$ cat src/rtl/door_pkg.sv
// door_pkg: shared state encoding and default timing constants for the doorway beam decoder
package door_pkg;

    typedef enum logic [2:0] {
        IDLE = 3'd0,
        A1   = 3'd1,
        A2   = 3'd2,
        A3   = 3'd3,
        B1   = 3'd4,
        B2   = 3'd5,
        B3   = 3'd6,
        JAM  = 3'd7
    } state_t;

    localparam int DEB_CYCLES_DEF = 4;
    localparam int TMO_CYCLES_DEF = 200;

endpackage

$ cat src/rtl/beam_debounce.sv
// beam_debounce: 2-flop synchronizer plus persistence filter (filter present only with DOOR_DEBOUNCE_EN)
module beam_debounce #(
    parameter int DEB_CYCLES = 4
) (
    input  logic clk,
    input  logic clr,
    input  logic raw,
    output logic filt
);

    if (DEB_CYCLES < 1 || DEB_CYCLES > 15) begin : g_bad_deb
        $error("DEB_CYCLES must be within 1..15");
    end

    logic [1:0] r_sync;

    // bring the asynchronous beam level into the clock domain
    always_ff @(posedge clk or negedge clr) begin
        if (!clr) r_sync <= '0;
        else      r_sync <= {r_sync[0], raw};
    end

`ifdef DOOR_DEBOUNCE_EN
    logic [3:0] r_cnt;
    logic       r_filt;

    // adopt the new level only after DEB_CYCLES consecutive samples disagree with the current one
    always_ff @(posedge clk or negedge clr) begin
        if (!clr) begin
            r_cnt  <= '0;
            r_filt <= 1'b0;
        end else if (r_sync[1] == r_filt) begin
            r_cnt  <= '0;
        end else if (r_cnt == 4'(DEB_CYCLES - 1)) begin
            r_cnt  <= '0;
            r_filt <= r_sync[1];
        end else begin
            r_cnt  <= r_cnt + 4'd1;
        end
    end

    assign filt = r_filt;
`else
    assign filt = r_sync[1];
`endif

endmodule

$ cat src/rtl/door_sensor_decoder.sv
// door_sensor_decoder: turns the beam break order into entry/exit pulses; DOOR_DEBOUNCE_EN enables the beam filters
module door_sensor_decoder
    import door_pkg::*;
#(
    parameter int DEB_CYCLES = DEB_CYCLES_DEF,
    parameter int TMO_CYCLES = TMO_CYCLES_DEF,
    parameter int TW         = 8
) (
    input  logic clk,
    input  logic clr,
    input  logic beam_a,
    input  logic beam_b,
    output logic in,
    output logic out,
    output logic busy,
    output logic err
);

    if (TMO_CYCLES < 1 || TMO_CYCLES >= (1 << TW)) begin : g_bad_tmo
        $error("TMO_CYCLES must be within 1..2**TW-1");
    end

    logic          w_fa;
    logic          w_fb;
    logic [1:0]    w_ab;
    logic          w_tmo;
    logic          w_in;
    logic          w_out;
    logic          w_err;
    state_t        w_next;
    state_t        r_state;
    logic [TW-1:0] r_timer;
    logic          r_in;
    logic          r_out;
    logic          r_err;
    logic          r_busy;

    beam_debounce #(.DEB_CYCLES(DEB_CYCLES)) u_deb_a (
        .clk  (clk),
        .clr  (clr),
        .raw  (beam_a),
        .filt (w_fa)
    );

    beam_debounce #(.DEB_CYCLES(DEB_CYCLES)) u_deb_b (
        .clk  (clk),
        .clr  (clr),
        .raw  (beam_b),
        .filt (w_fb)
    );

    assign w_ab  = {w_fa, w_fb};
    assign w_tmo = (r_state != IDLE) && (r_state != JAM) && (r_timer == TW'(TMO_CYCLES - 1));

    // next-state decode; a stalled passage goes to JAM ahead of any beam transition
    always_comb begin
        w_next = r_state;
        w_in   = 1'b0;
        w_out  = 1'b0;
        w_err  = 1'b0;
        if (w_tmo) begin
            w_next = JAM;
            w_err  = 1'b1;
        end else begin
            case (r_state)
                IDLE: begin
                    w_next = w_ab == 2'b10 ? A1 : w_ab == 2'b01 ? B1 : w_ab == 2'b11 ? JAM : IDLE;
                    w_err  = w_ab == 2'b11;
                end
                A1, A2, A3: begin
                    w_next = w_ab == 2'b10 ? A1 : w_ab == 2'b11 ? A2 : w_ab == 2'b01 ? A3 : IDLE;
                    w_in   = r_state == A3 && w_ab == 2'b00;
                end
                B1, B2, B3: begin
                    w_next = w_ab == 2'b01 ? B1 : w_ab == 2'b11 ? B2 : w_ab == 2'b10 ? B3 : IDLE;
                    w_out  = r_state == B3 && w_ab == 2'b00;
                end
                JAM:     w_next = w_ab == 2'b00 ? IDLE : JAM;
                default: w_next = IDLE;
            endcase
        end
    end

    // state, passage timer and registered pulse outputs
    always_ff @(posedge clk or negedge clr) begin
        if (!clr) begin
            r_state <= IDLE;
            r_timer <= '0;
            r_in    <= 1'b0;
            r_out   <= 1'b0;
            r_err   <= 1'b0;
            r_busy  <= 1'b0;
        end else begin
            r_state <= w_next;
            r_timer <= r_state == IDLE ? '0 : r_state == JAM ? r_timer : r_timer + 1'b1;
            r_in    <= w_in;
            r_out   <= w_out;
            r_err   <= w_err;
            r_busy  <= w_next != IDLE;
        end
    end

    assign in   = r_in;
    assign out  = r_out;
    assign err  = r_err;
    assign busy = r_busy;

endmodule
$ cat config.mk
export PLATFORM = sky130hd
export DESIGN_NAME = door_sensor_decoder
export DESIGN_NICKNAME = d
export VERILOG_FILES = /design/src/rtl/door_pkg.sv /design/src/rtl/beam_debounce.sv /design/src/rtl/door_sensor_decoder.sv
export SDC_FILE = /design/constraint.sdc
export NUM_CORES = 1
export LEC_CHECK = 0
export BUFFER_PORTS_ARGS = -buffer_cell sky130_fd_sc_hd__buf_2
export CAP_MARGIN = 30
export CORE_AREA = 8 8 52 54
export CTS_CLUSTER_DIAMETER = 40
export DETAILED_ROUTE_END_ITERATION = 10
export DIE_AREA = 0 0 60 62
export MAX_ROUTING_LAYER = met4
export PLACE_DENSITY_LB_ADDON = 0.05
export SYNTH_ARGS = -nofsm -noshare
export SYNTH_HDL_FRONTEND = slang
export SYNTH_HIERARCHICAL = 1
export SYNTH_SLANG_ARGS = --single-unit
$ cat constraint.sdc
create_clock -name clk -period 2.2 [get_ports clk]
set_clock_uncertainty 0.2 [all_clocks]
set_input_delay 0.44 -clock clk [delete_from_list [all_inputs] [get_ports clk]]
set_output_delay 0.44 -clock clk [all_outputs]
set_load 0.1 [all_outputs]
==> key figures <==
Drt
  • Avg Vias per Cell: 5.84
  • Iter 0 DRT Violations: 31
  • First-pass DRT Iterations: 4
  • Routed WL per cell: 14.0 µm
  • Remaining antenna violation count: 0
  • DR vias: between 800 and 900
  • Routed WL: ~2 mm
  • DRC viols: 0

Synthesis
  • Synth warn: 6
  • Largest cells by area after synthesis: dfrtp_1 47%, ha_1 8.6%, a21oi_1 4.4%
  • Synthesized net count: around 110
  • Post-synth top area share: ~47%
  • Number of synthesized flops with an enable pin: 0
  • Synth unique cells: 35
  • Avg Inst Size Synth: 9.95 µm²
  • Post-Syn Area: a little over 0.001 mm²
  • Seq/Total Area, Yosys: ~47%
  • Prevailing post-synth register cell: dfrtp_1
  • Seq cells post-synth: 19
  • Yosys top cell by area: dfrtp_1
  • Asr flop ratio synth: between 90% and 100%
  • Post-Syn Instances: 102

Placement
  • Number of port buffers: 7
  • Pre-CTS setup slack: roughly 0.46 ns
  • Final HPWL DP: ~1.5 mm
  • GPL Wtd Cong: about 0.9

Timing
  • Peak Freq: ~570 MHz
  • Worst Max-Slew Pin Slew: 0.552 ns
  • Final Setup Violations: 0
  • Slew margin rel.: 63.2%
  • Final worst setup slack: roughly 0.44 ns
  • Post-route setup TNS: 0 ns
  • Crit share post-route: about four fifths
  • Slew Limit Fails: 0
  • Tmin final: 1.76 ns
  • Fin. Hold Viols: 0
  • RSZ-0062 raised after global routing: no

Floorplan
  • IO Count: 8
  • Die extent in x: ~60 µm
  • Core region area: ~0.0019 mm²
  • Num rows: 16
  • Initial Utilization: a little over half
  • Die Ht: between 60 and 70 µm
  • Die footprint: approximately 0.0037 mm²

Final layout
  • FF+latch area: 475 µm²
  • Filler cell count: 178
  • Nets: between 100 and 150
  • Most common cell after layout, fill and taps aside: dfrtp_1
  • ANT cells: 0
  • Layout cells sized above 1: between 15 and 20%
  • Core Util, Final: about 59%
  • Multi-input logic area: slightly above 500 µm²
  • Most frequent cells in the layout: 19 x dfrtp_1, 11 x nor2_1, 9 x a21oi_1, 8 x nand2_1
  • Area grow syn2layout: 10.1%

GRT
  • Largest net degree at the start of global routing: 20
  • All-Layer GR Usage: roughly an eighth
  • Vias in the first global route: approximately 800
  • Total global routing overflow: 0
  • Initial antenna violation count: 0
  • First-pass GRT wire length: 3.52 mm

Clock network
  • CTS resizes: 0
  • Clk sinks: 19
  • TritonCTS Buffers: 3
  • Root buffer cell: clkbuf_4
  • CTS max path bufs: 2
  • Clock Latency Late Sink: 0.29 ns
  • CTS tree: done
  • Clk slew on worst S/H paths: roughly 0.10 ns
  • H-tree depth: 1

Worst setup path
  • WP data required: roughly 2.2 ns
  • Crit path DAT: 1.74 ns
  • Cells on worst reg2reg path: 4
  • Crit path largest cell delay: between 0.4 and 0.5 ns
  • Buf/Inv on CP: 0
  • Cell family with most CP delay: simple AND/OR/NAND/NOR gates
  • Critical Path, Cell by Cell: and2_1, nand2_1, a41oi_1, a211oi_1
  • Crit path launch type: flip-flop
  • Crit. End Element: flip-flop
  • CP Depth: 4
  • Crit path max-delay cell type: dfrtp_1
  • Worst-path maximum fanout: 10
  • Setup CP Type: reg2reg

Min path
  • Worst Hold Class: in2reg
  • Worst Hold Depth: 1

Run
  • Max-cap violations: 0

Power and ir drop
  • Leak pwr: just under 0.5 nW
  • PwrDens: approximately 1300 mW/mm²
  • Worst VDD drop: roughly 0.74 mV

Run status
  • Status: finished, final reports clean
-- cell type report --
cell class,instances,area share [%]
Multi-Input combinational cell,75,45.4
Sequential cell,19,42.6
Timing Repair Buffer,10,5.38
Tap cell,27,3.02
Clock buffer,4,2.35
Inverter,4,1.34
-- registers in the layout, summed over array words and instances (netlist names) --
name and count:
in 1, u_deb_b/r_sync 2, busy 1, r_state 3
r_timer 8, out 1, err 1, u_deb_a/r_sync 2
-- cell families (layout without fill, tap and decap cells) --
group           after synthesis  after routing  share of synthesized area [%]
simple gates                 36             36                           17.8
buf+inv                       8             18                           3.21
flops                        19             19                           46.9
compound gates               31             31                           22.6
mux                           1              1                          0.986
fa+ha+maj                     7              7                           8.63
-- report_power, final --
| part | leakage, nW | total [mW] | internal (mW) | switching [mW] |
|---|---|---|---|---|
| combinational | 0.237 | 0.691 | 0.237 | 0.454 |
| clock | 0.0150 | 0.172 | 0.0705 | 0.102 |
| sequential | 0.240 | 0.561 | 0.441 | 0.120 |
-- per-stage QoR --
stage / hold WS (ns) / power, mW / instance area, µm² / std cells
CTS: 0.0371 / 1.43 / 1120 / 139
finish: 0.0457 / 1.42 / 1120 / 139
global route: 0.0149 / 1.55 / 1120 / 139
detailed placement: 0.152 / 1.25 / 1080 / 134
floorplan: -0.0556 / 1.10 / 1010 / 102
global placement: 0.144 / 1.24 / 1080 / 134
-- cell usage after synthesis, drive strengths merged, types with 2 or more instances --
cell and n:
a21oi 9, a311oi 2, a31oi 2, and3 2, buf 2, clkbuf 2
dfrtp 19, ha 7, inv 4, nand2 8, nand4 2, nor2 11
nor3 5, o211ai 5, o22ai 3, or2 2, or3 2
-- worst paths after layout --
kind	startpoint	slack, ns	endpoint
worst max-delay path	r_state[0]$_DFF_PN0_	0.44	r_timer[4]$_DFFE_PN0P_
worst min-delay path	beam_a	0.05	u_deb_a/r_sync[0]$_DFF_PN0_
worst max register to register	r_state[0]$_DFF_PN0_	0.44	r_timer[4]$_DFFE_PN0P_
worst min register to register	u_deb_b/r_sync[0]$_DFF_PN0_	0.17	u_deb_b/r_sync[1]$_DFF_PN0_
max in group asynchronous	clr	1.12	u_deb_a/r_sync[0]$_DFF_PN0_
min in group asynchronous	clr	0.40	r_state[0]$_DFF_PN0_
-- per-layer routing --
metal  wire [µm]  global-route usage [%]  part of all wire, %
met1         973                    15.6                   50
met2         867                    20.3                   44
met3          88                    2.67                  4.5
met4          22                    6.12                  1.1
met5           0                       -                    0
-- what timing repair did --
action                                  CTS  global route
endpoints found under the setup margin    0             0
endpoints found under the hold margin    19             0
setup buffers                             0             0
hold buffers                              1             0
Note: power is estimated with default switching activity, not from simulation.
